--- src/rtl/cordic_phase_gen.sv ---
// NCO front-end for the CORDIC rotator: phase accumulator with rate divider, burst control and
// sample-aligned frequency update. Optional linear chirp of the frequency word via `CHIRP_EN.
module cordic_phase_gen #(
    parameter int unsigned XY_BITS  = 12,
    parameter int unsigned PH_BITS  = 32,
    parameter int unsigned DIV_BITS = 16,
    parameter int unsigned CNT_BITS = 16
) (
    input  logic                clk_in,
    input  logic                RST,
    input  logic                start,
    input  logic                stop,
    input  logic [PH_BITS-1:0]  fcw_in,
    input  logic                fcw_load,
    input  logic [PH_BITS-1:0]  pho_in,
    input  logic [XY_BITS-1:0]  amp_in,
    input  logic [DIV_BITS-1:0] div_in,
    input  logic [CNT_BITS-1:0] burst_len,
    input  logic [PH_BITS-1:0]  chirp_step,
    output logic [XY_BITS-1:0]  x_o,
    output logic [XY_BITS-1:0]  y_o,
    output logic [PH_BITS-1:0]  phase_out,
    output logic                valid_out,
    output logic                busy,
    output logic                done
);

    typedef enum logic {
        S_IDLE,
        S_RUN
    } state_t;

    state_t              state_q, state_d;
    logic [PH_BITS-1:0]  acc_q, acc_d;
    logic [PH_BITS-1:0]  pho_q, pho_d;
    logic [PH_BITS-1:0]  shadow_q, shadow_d;
    logic [PH_BITS-1:0]  fcw_act_q, fcw_act_d;
    logic [PH_BITS-1:0]  phase_q, phase_d;
    logic                pend_q, pend_d;
    logic [DIV_BITS-1:0] div_q, div_d;
    logic [DIV_BITS-1:0] div_cnt_q, div_cnt_d;
    logic [CNT_BITS-1:0] burst_q, burst_d;
    logic [CNT_BITS-1:0] smp_cnt_q, smp_cnt_d;
    logic [XY_BITS-1:0]  x_q, x_d;
    logic                valid_q, valid_d;
    logic                done_q, done_d;

    logic                tick;
    logic                entering;
    logic [PH_BITS-1:0]  inc;
    logic [PH_BITS-1:0]  acc_base;
    logic [PH_BITS-1:0]  offs;
    logic [CNT_BITS-1:0] cnt_next;
    logic [CNT_BITS-1:0] blen;

`ifndef CHIRP_EN
    logic unused_chirp;
    assign unused_chirp = ^chirp_step;
`endif

    // Increment for the next sample: a load in this very cycle, else the pending shadow, else the active word.
    assign inc = fcw_load ? fcw_in : (pend_q ? shadow_q : fcw_act_q);

    always_comb begin
        state_d   = state_q;
        acc_d     = acc_q;
        pho_d     = pho_q;
        shadow_d  = fcw_load ? fcw_in : shadow_q;
        pend_d    = pend_q | fcw_load;
        fcw_act_d = fcw_act_q;
        phase_d   = phase_q;
        div_d     = div_q;
        div_cnt_d = div_cnt_q;
        burst_d   = burst_q;
        smp_cnt_d = smp_cnt_q;
        x_d       = x_q;
        valid_d   = 1'b0;
        done_d    = 1'b0;
        tick      = 1'b0;
        entering  = 1'b0;

        case (state_q)
            S_IDLE: begin
                if (start) begin
                    entering  = 1'b1;
                    tick      = 1'b1;
                    state_d   = S_RUN;
                    pho_d     = pho_in;
                    div_d     = div_in;
                    burst_d   = burst_len;
                    x_d       = amp_in;
                    div_cnt_d = '0;
                end
            end
            S_RUN: begin
                if (stop) begin
                    state_d = S_IDLE;
                end else if (div_cnt_q == div_q) begin
                    tick      = 1'b1;
                    div_cnt_d = '0;
                end else begin
                    div_cnt_d = div_cnt_q + DIV_BITS'(1);
                end
            end
            default: state_d = S_IDLE;
        endcase

        // The entry sample uses the freshly latched settings with a cleared accumulator and count.
        acc_base = entering ? '0 : acc_q;
        offs     = entering ? pho_in : pho_q;
        cnt_next = entering ? CNT_BITS'(1) : smp_cnt_q + CNT_BITS'(1);
        blen     = entering ? burst_len : burst_q;

        if (tick) begin
            phase_d   = acc_base + offs;
            valid_d   = 1'b1;
            acc_d     = acc_base + inc;
            smp_cnt_d = cnt_next;
            pend_d    = 1'b0;
`ifdef CHIRP_EN
            fcw_act_d = fcw_load ? fcw_in : inc + chirp_step;
`else
            fcw_act_d = inc;
`endif
            if ((blen != '0) && (cnt_next == blen)) begin
                done_d  = 1'b1;
                state_d = S_IDLE;
            end
        end
    end

    always_ff @(posedge clk_in or negedge RST) begin
        if (!RST) begin
            state_q   <= S_IDLE;
            acc_q     <= '0;
            pho_q     <= '0;
            shadow_q  <= '0;
            fcw_act_q <= '0;
            phase_q   <= '0;
            pend_q    <= 1'b0;
            div_q     <= '0;
            div_cnt_q <= '0;
            burst_q   <= '0;
            smp_cnt_q <= '0;
            x_q       <= '0;
            valid_q   <= 1'b0;
            done_q    <= 1'b0;
        end else begin
            state_q   <= state_d;
            acc_q     <= acc_d;
            pho_q     <= pho_d;
            shadow_q  <= shadow_d;
            fcw_act_q <= fcw_act_d;
            phase_q   <= phase_d;
            pend_q    <= pend_d;
            div_q     <= div_d;
            div_cnt_q <= div_cnt_d;
            burst_q   <= burst_d;
            smp_cnt_q <= smp_cnt_d;
            x_q       <= x_d;
            valid_q   <= valid_d;
            done_q    <= done_d;
        end
    end

    assign x_o       = x_q;
    assign y_o       = '0;
    assign phase_out = phase_q;
    assign valid_out = valid_q;
    assign busy      = (state_q == S_RUN);
    assign done      = done_q;

endmodule

--- config.mk ---
export PLATFORM = sky130hd
export DESIGN_NAME = cordic_phase_gen
export DESIGN_NICKNAME = d
export VERILOG_FILES = /design/src/rtl/cordic_phase_gen.sv
export SDC_FILE = /design/constraint.sdc
export NUM_CORES = 1
export LEC_CHECK = 0
export ABC_AREA = 1
export CORE_ASPECT_RATIO = 0.75
export CORE_UTILIZATION = 40
export CTS_BUF_LIST = sky130_fd_sc_hd__clkbuf_4 sky130_fd_sc_hd__clkbuf_8 sky130_fd_sc_hd__clkbuf_16
export DETAILED_ROUTE_END_ITERATION = 7
export HOLD_SLACK_MARGIN = 0.05
export PLACE_DENSITY = 0.61
export SETUP_SLACK_MARGIN = 0.15
export SLEW_MARGIN = 30
export SYNTH_ARGS = -nofsm -noshare
export SYNTH_HDL_FRONTEND = slang
export SYNTH_SLANG_ARGS = --single-unit
--- constraint.sdc ---
create_clock -name clk_in -period 8.4 [get_ports clk_in]
set_input_delay 1.26 -clock clk_in [delete_from_list [all_inputs] [get_ports clk_in]]
set_output_delay 1.26 -clock clk_in [all_outputs]
set_load 0.05 [all_outputs]
==> run summary <==
Synth Flop Type = dfrtp_1
DIE HEIGHT = 172 um
critical setup path kind = in -> reg
worst skew pair latency = 560 ps
CTS Root Cell = clkbuf_16
CTS max path bufs = 3
Pwr per Cell Area = 291 nW/um2
placed cell count = 2,878
vias per inst = 5.07
initial antenna violation count = 0
Post-CTS Setup Bufs = 0
leak pwr = 0.00941 uW
number of global-route vias before repair = 13.6k
drt wl/cell = 15.4 um
Max H-tree Level = 1
FP Rows = 61
Slew @ Worst Pin = 870 ps
largest net degree at the start of global routing = 118
Die Wd = 228 um
Core Box Area = 37,400 um2
Synth Area in Compound Gates = 11.4%
Via Count = 14.8k
worst path arrival time = 5350 ps
crit path max fanout = 31
GRT Total Usage = 23.0%
drt total wl = 44,900 um
Iter 0 DRT Violations = 1,096
antenna viol nets, final = 0
Worst R2R Path Depth = 15
fraction of layout cells with a size suffix above 1 = 4.50%
top cell type's share of synthesized area = 39.2%
crit path launch type = input pin
die area = 39,100 um2
largest family of logic cells by synthesized area = simple AND/OR/NAND/NOR gates
Area growth syn-to-layout = 19.2%
worst vdd ir = 157 uV
Congestion Overflow GR = 0
Hold WC Path Type = reg -> reg
CTS tree = built
Fin Setup TNS = 0 ps
dpl hpwl = 33,800 um
Final setup viols = 0
Max Cap Violations = 0
CTS sink cnt = 240
Slew Viols, Final = 0
Gate Count Post-Synth = 2,269
Post-Synth Adder-Cell Area = 4.24%
multiplexer area fraction after synthesis = 0%
Synth Register Bits = 240
Mapped Avg Cell Area = 6.76 um2
xor-xnor portion of the synthesized cell area = 1.77%
fin nets = 2,601
Num CTS Buffers = 27
first-pass iteration count of the detailed router = 5
Setup Slack @ Placement = 2970 ps
clk slew on worst S/H paths = 60 ps
Final WS setup = 3480 ps
Initial Util = 41.0%
Synth area leaders = dfrtp_1, nand2_1, inv_1, nor2_1, o21ai_0
WHS Path Cells = 2
Final GP Congestion = 0.910
Diodes inserted = 0
IO buf count = 159
outcome = complete, no violations
Tcrit/Tclk final = 58.5%
Worst Path Required = 8830 ps
Top Ports = 204
unrepaired setup endpoints after global routing = no
post-route non-filler standard cell count = 2,925
Rel. slew slack = 42.0%
CP Capture Type = flip-flop
area leader, netlist = dfrtp_1
hold buffer count at cts = 0
Yosys warnings = 0
Distinct cells, synth = 50
DRC viols = 0
min cycle time layout = 4920 ps
post-synthesis async set-or-reset flop share = 100%
maximum clock rate = 203 MHz
Final Hold Vio Count = 0
EDFF count, synth = 0
Post-Synth Simple-Gate Area = 34.8%
first-pass GRT wire length = 71,900 um
Clock Skew = 11.0 ps
sequential area share after synthesis = 39.2%
Post-Syn Area = 15,300 um2
post-CTS sizing = 0
[worst max-delay path, cell delays in order]
cell	delay, ps
clkdlybuf4s50_1	840
inv_1	160
nor2_4	640
buf_4	450
nor2_1	180
ha_1	400
a21oi_1	200
nor2_1	60
nor2_1	120
a21boi_0	360
nor2_1	80
a211oi_1	250
nand3_1	120
nand3_1	130
nand2_1	70
[layout make-up]
| class | count | area (um2) |
|---|---|---|
| Tap cell | 504 | 631 |
| Clock buffer | 37 | 782 |
| Clock inverter | 9 | 148 |
| Timing Repair Buffer | 173 | 1720 |
| Fill cell | 3811 | 19100 |
| Sequential cell | 240 | 6010 |
| Multi-Input combinational cell | 1715 | 8060 |
| Inverter | 247 | 932 |
[registers in the layout, summed over array words and instances (netlist names), 12 cells and up]
signal,cells
pho_q,32
shadow_q,32
smp_cnt_q,16
phase_out,32
div_q,16
acc_q,32
fcw_act_q,32
burst_q,16
x_o,12
div_cnt_q,16
[through the flow]
step / area, um2 / hold slack [ps] / utilization (%) / total power (uW)
floorplan: 15400 / 442 / - / 3330
global placement: 17300 / 453 / 46.3 / 4020
detailed placement: 17300 / 459 / 46.3 / 4060
CTS: 18200 / 474 / 48.8 / 5340
global route: 18300 / 482 / 48.9 / 5720
finish: 18300 / 469 / 48.9 / 5320
[synth_stat cells, types with 3 or more instances]
master	number
nand4_1	32
inv_2	6
xnor2_1	8
a31oi_1	34
buf_6	4
nor4_1	4
buf_1	10
nand2_2	19
a21oi_1	90
dfrtp_1	240
a21o_1	4
a21boi_0	3
inv_1	240
ha_1	52
buf_4	13
nand2_1	868
nor2_2	9
xor2_1	23
nor2_1	197
nand3b_1	7
o211ai_2	3
clkbuf_1	36
o21ai_0	137
o21ai_1	13
o22ai_1	8
o21bai_1	9
buf_2	15
nand3_1	135
nor3_1	19
a211oi_1	3
nand3_2	5
[path summary, 6_finish.rpt]
path / from / slack, ps / endpoint
max in group asynchronous: RST / 6190 / x_o[5]
min in group asynchronous: RST / 560 / div_q[5]
max: start / 3480 / phase_out[31]
min reg2reg: shadow_q[2] / 470 / shadow_q[2]
min: shadow_q[2] / 470 / shadow_q[2]
max reg2reg: busy / 4510 / phase_out[31]
[cell usage in the layout, fill, tap and decap left out, drive strengths merged, types with 4 or more instances in the layout]
| cell | netlist | layout |
|---|---|---|
| a21boi | 4 | 4 |
| a21o | 4 | 4 |
| a21oi | 90 | 90 |
| a31oi | 34 | 34 |
| buf | 42 | 16 |
| bufinv | 0 | 4 |
| clkbuf | 36 | 37 |
| clkdlybuf4s50 | 0 | 157 |
| clkinv | 1 | 6 |
| conb | 1 | 12 |
| dfrtp | 240 | 240 |
| ha | 52 | 52 |
| inv | 246 | 245 |
| nand2 | 888 | 888 |
| nand3 | 140 | 140 |
| nand3b | 7 | 7 |
| nand4 | 32 | 32 |
| nor2 | 206 | 206 |
| nor3 | 20 | 20 |
| nor4 | 4 | 4 |
| o211ai | 5 | 5 |
| o21ai | 150 | 150 |
| o21bai | 9 | 9 |
| o22ai | 8 | 8 |
| xnor2 | 8 | 8 |
| xor2 | 23 | 23 |
[routing by layer]
| metal | global-route usage, % | wire (um) | vias up |
|---|---|---|---|
| li1 | - | - | 7507 |
| met1 | 35.5 | 23400 | 6911 |
| met2 | 34.0 | 18300 | 364 |
| met3 | 2.95 | 2370 | 50 |
| met4 | 4.55 | 857 | 0 |
| met5 | 0 | 0 | - |
[kinds of logic after synthesis]
logic type                 after synthesis
buffers and inverters                  325
and+or+nand+nor                       1304
DFF                                    240
xor gates and xnor gates                31
adders and majority gates               52
AOI/OAI and AO/OA                      316
other                                    1
[power by group]
group / internal, uW / switching, uW
clock: 767 / 492
sequential: 1460 / 152
combinational: 795 / 1660
No activity file was read; power rests on OpenSTA's default activity.
